`src/rtl/cpu_pkg.sv`:
```
// rtl/cpu_pkg.sv - shared CPU widths, zero-register constant and trace record type
package cpu_pkg;

  localparam int DW_DEF  = 32;
  localparam int AW_DEF  = 5;
  localparam int PCW_DEF = 32;

  // Architectural zero register index; writes to it are dropped, reads return 0
  localparam int REG_ZERO = 0;

  // One committed-write record, shared by all trace emitters (GRF, DM)
  typedef struct packed {
    logic [PCW_DEF-1:0] pc;
    logic [AW_DEF-1:0]  addr;
    logic [DW_DEF-1:0]  data;
  } trace_rec_t;

endpackage

```
`src/rtl/grf_read_port.sv`:
```
// rtl/grf_read_port.sv - one GRF read port with zero-register check and writeback bypass
module grf_read_port
  import cpu_pkg::*;
#(
  parameter int DW = DW_DEF,
  parameter int AW = AW_DEF
) (
  input  logic [AW-1:0] i_addr,
  input  logic          i_byp_en,
  input  logic [AW-1:0] i_wr_addr,
  input  logic [DW-1:0] i_wr_data,
  input  logic [DW-1:0] i_regs [2**AW],
  output logic [DW-1:0] o_data
);

  // Zero register wins, then the same-cycle writeback, then the stored value
  always_comb begin
    o_data = i_regs[i_addr];
    if (i_addr == AW'(REG_ZERO)) begin
      o_data = '0;
    end else if (i_byp_en && (i_wr_addr == i_addr)) begin
      o_data = i_wr_data;
    end
  end

endmodule

```
`src/rtl/grf_wb.sv`:
```
// rtl/grf_wb.sv - general-purpose register file with decode bypass and write trace
module grf_wb
  import cpu_pkg::*;
#(
  parameter int DW  = DW_DEF,
  parameter int AW  = AW_DEF,
  parameter int PCW = PCW_DEF
) (
  input  logic           clk,
  input  logic           reset,
  input  logic [AW-1:0]  a1,
  input  logic [AW-1:0]  a2,
  output logic [DW-1:0]  rd1,
  output logic [DW-1:0]  rd2,
  input  logic           we,
  input  logic [AW-1:0]  a3,
  input  logic [DW-1:0]  wd,
  input  logic [PCW-1:0] wpc,
  output logic           tr_valid,
  output logic [PCW-1:0] tr_pc,
  output logic [AW-1:0]  tr_addr,
  output logic [DW-1:0]  tr_data
);

  logic [DW-1:0]  r_regs [2**AW];
  logic           r_tr_valid;
  logic [PCW-1:0] r_tr_pc;
  logic [AW-1:0]  r_tr_addr;
  logic [DW-1:0]  r_tr_data;

  logic w_commit;
  logic w_byp_en;

  // A write only commits when enabled and not aimed at the zero register
  assign w_commit = we && (a3 != AW'(REG_ZERO));
  // Bypass is held off during reset so both ports read 0 while it is asserted
  assign w_byp_en = w_commit && !reset;

  // Register array: async clear, then one write per edge
  always_ff @(posedge clk or posedge reset) begin
    if (reset) begin
      for (int i = 0; i < 2**AW; i++) begin
        r_regs[i] <= '0;
      end
    end else if (w_commit) begin
      r_regs[a3] <= wd;
    end
  end

  // Trace record: pulse valid for each committed write, payload holds otherwise
  always_ff @(posedge clk or posedge reset) begin
    if (reset) begin
      r_tr_valid <= 1'b0;
      r_tr_pc    <= '0;
      r_tr_addr  <= '0;
      r_tr_data  <= '0;
    end else begin
      r_tr_valid <= w_commit;
      if (w_commit) begin
        r_tr_pc   <= wpc;
        r_tr_addr <= a3;
        r_tr_data <= wd;
      end
    end
  end

  grf_read_port #(.DW(DW), .AW(AW)) u_rp1 (
    .i_addr    (a1),
    .i_byp_en  (w_byp_en),
    .i_wr_addr (a3),
    .i_wr_data (wd),
    .i_regs    (r_regs),
    .o_data    (rd1)
  );

  grf_read_port #(.DW(DW), .AW(AW)) u_rp2 (
    .i_addr    (a2),
    .i_byp_en  (w_byp_en),
    .i_wr_addr (a3),
    .i_wr_data (wd),
    .i_regs    (r_regs),
    .o_data    (rd2)
  );

  assign tr_valid = r_tr_valid;
  assign tr_pc    = r_tr_pc;
  assign tr_addr  = r_tr_addr;
  assign tr_data  = r_tr_data;

  // An unknown write enable has no meaningful hardware behaviour
  a_we_known: assert property (@(posedge clk) disable iff (reset) !$isunknown(we));

endmodule

```
`config.mk`:
```
export PLATFORM = sky130hd
export DESIGN_NAME = grf_wb
export DESIGN_NICKNAME = d
export VERILOG_FILES = /design/src/rtl/cpu_pkg.sv /design/src/rtl/grf_read_port.sv /design/src/rtl/grf_wb.sv
export SDC_FILE = /design/constraint.sdc
export NUM_CORES = 2
export LEC_CHECK = 0
export ABC_AREA = 1
export ABC_CLOCK_PERIOD_IN_PS = 47800
export CORE_MARGIN = 2
export CORE_UTILIZATION = 30
export CTS_CLUSTER_SIZE = 14
export DETAILED_ROUTE_END_ITERATION = 10
export PLACE_DENSITY = 0.49
export SYNTH_ARGS = -nofsm -noshare
export SYNTH_HDL_FRONTEND = slang
export SYNTH_HIERARCHICAL = 1
export SYNTH_SLANG_ARGS = --single-unit
```
`constraint.sdc`:
```
create_clock -name clk -period 47.8 [get_ports clk]
set_input_delay 11.95 -clock clk [delete_from_list [all_inputs] [get_ports clk]]
set_output_delay 11.95 -clock clk [all_outputs]
set_load 0.01 [all_outputs]
```
Word-level counts from Yosys, hierarchy flattened
Cells that the tools add are included.
- register bits: 1094
- input port bits: 82
- output and inout port bits: 134
- logic and storage cells: 67
- order comparisons: 4
- eq/ne operators: 2
- mux-type cells: 13
- bitwise logic cells: 3
- reductions and logical operators: 9
- operators with widths (cell ; count):
    $bwmux 1024 ; 1
    $bmux 32 s5 ; 2
    $mux 32 ; 9
    $demux 32 s5 ; 1
    $ge 6x6->1 const B ; 3
    $not 5->6 ; 3
    $eq 5x5->1 ; 2
    $logic_not 5->1 ; 2
    $lt 6x1->1 const B ; 1
    $logic_and 1x1->1 ; 5
    $reduce_bool 5->1 ; 1
    $logic_not 1->1 ; 1

Logic depth before layout (Yosys ltp)
- depth in word-level cells: 6
- mapped depth: 14
- mapped depth without buffers: 11

Modules after synthesis
The synthesis kept the hierarchy.
- by module, submodules not included (module ; instances ; cells an instance ; area each (um^2) ; sequential area each (um^2)):
    grf_wb ; 1 ; 4575 ; 41253.3 ; 27376.3
    grf_read_port ; 2 ; 2936 ; 12463.2 ; 0.0

Worst setup path after synthesis
No wires, ideal clock.
- path type: input to output
- from: input port a3[4]
- to: output port rd1[0]
- data arrival time: 13725 ps
- data required time: 35850 ps
- slack: 22125 ps
- stages on the path: 12
- path buffers: 3
- cells stage by stage: buf_2 nor2_1 nand3_1 nand2_1 clkbuf_1 nor2_1 o21ai_0 nor2_1 nand3_2 clkbuf_1 o21ai_0 a21oi_1
- longest elaborated chain between the ends: 6
- elaborated cells on any way between the ends: 7
- classes of those cells: 1 x eq/ne; 2 x mux; 4 x reduce/logical
- ends and longest elaborated chain (what ; RTL line ; RTL):
    from (decl) ; grf_wb.sv:16 ; input logic [AW-1:0] a3,
    $reduce_bool 5->1 ; grf_wb.sv:35 ; assign w_commit = we && (a3 != AW'(REG_ZERO));
    $logic_and 1x1->1 ; grf_wb.sv:35 ;
    $logic_and 1x1->1 ; grf_wb.sv:37 ; assign w_byp_en = w_commit && !reset;
    named net w_byp_en ; grf_wb.sv:32 ; logic w_byp_en;
    $logic_and 1x1->1 ; grf_read_port.sv:21 ; end else if (i_byp_en && (i_wr_addr == i_addr)) begin
    $mux 32 ; grf_read_port.sv:21 ;
    $mux 32 ; grf_read_port.sv:19 ; if (i_addr == AW'(REG_ZERO)) begin
    to (decl) ; grf_wb.sv:13 ; output logic [DW-1:0] rd1,
The timed path passes the listed nets, and every way through them passes these cells.

Worst setup path after layout
- from: input port a2[0]
- to: output port rd2[19]
- longest elaborated chain between the ends: 6
- elaborated cells on any way between the ends: 9
- classes of those cells: 1 x eq/ne; 5 x mux; 1 x bitwise; 2 x reduce/logical
- ends and longest elaborated chain (what ; RTL line ; RTL):
    from (decl) ; grf_wb.sv:12 ; input logic [AW-1:0] a2,
    $not 5->6 (not written as such) ; grf_read_port.sv:18 ; o_data = i_regs[i_addr];
    $bmux 32 s5 ; grf_read_port.sv:18 ;
    $mux 32 (not written as such) (2 in series) ; grf_read_port.sv:18 ;
    $mux 32 ; grf_read_port.sv:21 ;
    $mux 32 (*) ; grf_read_port.sv:19 ;
    to (decl) ; grf_wb.sv:14 ; output logic [DW-1:0] rd2,
Every way passes the cells marked *; elsewhere a longest branch is shown, timed or not. The select of a mux whose other input is x is not followed.

==> flow_metrics.tcl <==
set metrics [dict create \
    cts_tree "done" \
    synth-seq-area-share 0.414 \
    worstPathRequired_ns 35.85 \
    cap_violations 0 \
    slowest_delay_ns 0.77 \
    grt.overflow.total 0 \
    multi_input_area_um2 32100 \
    hold_buffers 0 \
    min_to "r_regs[1022]" \
    grt_use_met2 0.461 \
    reg2reg_slack_ns 47.04 \
    io_buffers 215 \
    dp_hpwl_um 179000 \
    crit_path_frequent_cell "nand2_1" \
    stdcell_count 13112 \
    drc 0 \
    yosys.area.top_type_share 0.414 \
    slew_headroom 0.138 \
    postCtsSetupBuffers 0 \
    grt_start_max_net_pins 161 \
    top_usage_layer "met2" \
    fin_area_um2 74100 \
    slew_violations 0 \
    ys.flop_type "dfrtp_1" \
    ys_seq_elements 1094 \
    end_kind "output pin" \
    cts_inserted_buffers 138 \
    path_cells "buf_8, inv_16, buf_12, buf_12, buf_4, nand2_1, nand2_1, nand2_1, nand3_1, nand2_1, inv_1, nand2_1, nand2_1, nand2_1, a21oi_1, clkdlybuf4s50_1" \
    holdPathStages 0 \
    synth_cell_types 24 \
    ys_top_cells_by_count "nand2_1, nand3_1, dfrtp_1" \
    place_worst_setup_slack_ns 19.58 \
    hold_ws_ns 0.397 \
    grt.met3_usage 0.0464 \
    synth_edf_count 0 \
    synth_top_area_cell "dfrtp_1" \
    reg2reg_from "r_regs[568]" \
    synthCells 10447 \
    fillCellCount 23789 \
    async_flop_share 1.00 \
    dr.first_iter.drc_count 8753 \
    dieArea_um2 224000 \
    fin_skew_ns 0 \
    startpoint_type "input port" \
    initial_core_util 0.301 \
    firstDrtPassIters 6 \
    cts.reportedPaths.clkPinSlew_ns 0.05 \
    hold_viol_final 0 \
    vias 69554 \
    drive_above_1_share 0.0452 \
    place_congestion 0.872 \
    cts_root_buf "clkbuf_16" \
    status "completed" \
    min_path_type "register to register" \
    min_from "r_regs[1022]" \
    p_leak_nw 39.0 \
    tightest_slew_ns 1.29 \
    grt_pass1_vias 65893 \
    cts_max_level 4 \
    io_pins 216 \
    fin_nets 10225 \
    cts_resized 0 \
    irDropWorstVdd_v 0.0000364 \
    cts.sinks 1094 \
    syn_nets 10529 \
    crit_type "input port to output pin" \
    finalPower_mw 2.89 \
    core-area_um2 220000 \
    post_drt_wl_per_cell_um 25.0 \
    dp_cells 12874 \
    die_h_um 474 \
    synth.avg_cell_area_um2 6.33 \
    clkLatencyLatePin_ns 0.80 \
    synth_area_leaders "dfrtp_1, nand2_1, nand3_1" \
    yosysWarnings 6 \
    grt_pass1_wl_um 474000 \
    rsz0062_at_grt "no" \
    fin_tns_setup_ns 0 \
    wirelength_um 328000 \
    use_met1 0.368 \
    synth_area_um2 66200 \
    critPathMaxFanout 160 \
    startpoint "a2[0]" \
    crit_slowest_cell "buf_12" \
    fmax_mhz 35.4 \
    setup_ws_ns 19.58 \
    regArea_um2 27400 \
    cellPowerDensity_nw_per_um2 39.0 \
    antenna_found_initial 11 \
    setup_viol_count_final 0 \
    reg2regPathDepth 2 \
    dieWidth_um 474 \
    row_count 172 \
    fin_crit_sh 0.590 \
    yosysMostFrequentCell "nand2_1" \
    utilization 0.338 \
    placed_area_um2 69800 \
    via_per_inst 5.30 \
    antenna_left 0 \
    track_usage 0.286 \
    rr_endpoint "r_regs[568]" \
    final.min_clock_period_ns 28.22 \
    syn_to_final_growth_pct 12.0 \
    crit_arrival_ns 16.27 \
    clock_tree.buffer_depth 3 \
]
layer usage:
layer  up-vias  part of all wire
li1      31483                 -
met1     33545              0.40
met2      3674              0.45
met3       844             0.086
met4         8             0.060
met5         -           0.00013
cell usage in the layout (no fill, tap or decap), types with 8 or more instances in the layout:
cell type           n
nor2_1            388
nand2_2            16
o21ai_0           532
nand3_1          1305
inv_1             818
inv_2              10
nor2_4             27
nand2_1          5163
nand2_4             9
clkbuf_16         143
clkinv_2           18
clkbuf_1           35
o211ai_1           80
clkdlybuf4s50_1   201
o21ai_1            96
dfrtp_1          1094
clkbuf_8           29
inv_6               8
buf_4             163
a21oi_1            56
kinds of logic after synthesis:
logic type | synth area share
compound gates | 0.0610
xor+xnor | 0.000529
buf+inv | 0.107
simple gates | 0.418
flops | 0.414
power by group:
part | switching [mW] | internal [mW]
clock | 0.446 | 0.607
sequential | 0.130 | 1.09
combinational | 0.412 | 0.209
how the worst max path moves through the flow:
| stage | end | depth (start not counted) | slack [ns] |
|---|---|---|---|
| after floorplan | r_regs[0] | 1 | 5.05 |
| after CTS | rd2[19] | 16 | 19.60 |
| after global routing | rd2[19] | 16 | 19.39 |
| after detailed placement | rd2[19] | 16 | 19.58 |
| after global placement | rd2[19] | 16 | 19.51 |
| final | rd2[19] | 16 | 19.58 |
final cells by class:
type,count,share of cell area
Antenna cell,1,0.0000338
Clock buffer,207,0.0554
Clock inverter,30,0.00375
Inverter,838,0.0433
Multi-Input combinational cell,7690,0.433
Sequential cell,1094,0.369
Tap cell,2871,0.0484
Timing Repair Buffer,381,0.0467
flip-flops by register name, indices dropped and copies added (netlist names):
name and flops:
tr_data 32, r_regs 1024, tr_valid 1, tr_pc 32, tr_addr 5
critical path: cells and delay by family:
family | cells | cell delay [ns]
AOI/OAI and AO/OA | 1 | 0.19
and+or+nand+nor | 8 | 0.72
buffers and inverters | 7 | 3.26
Power figures use the tool's default switching activity.
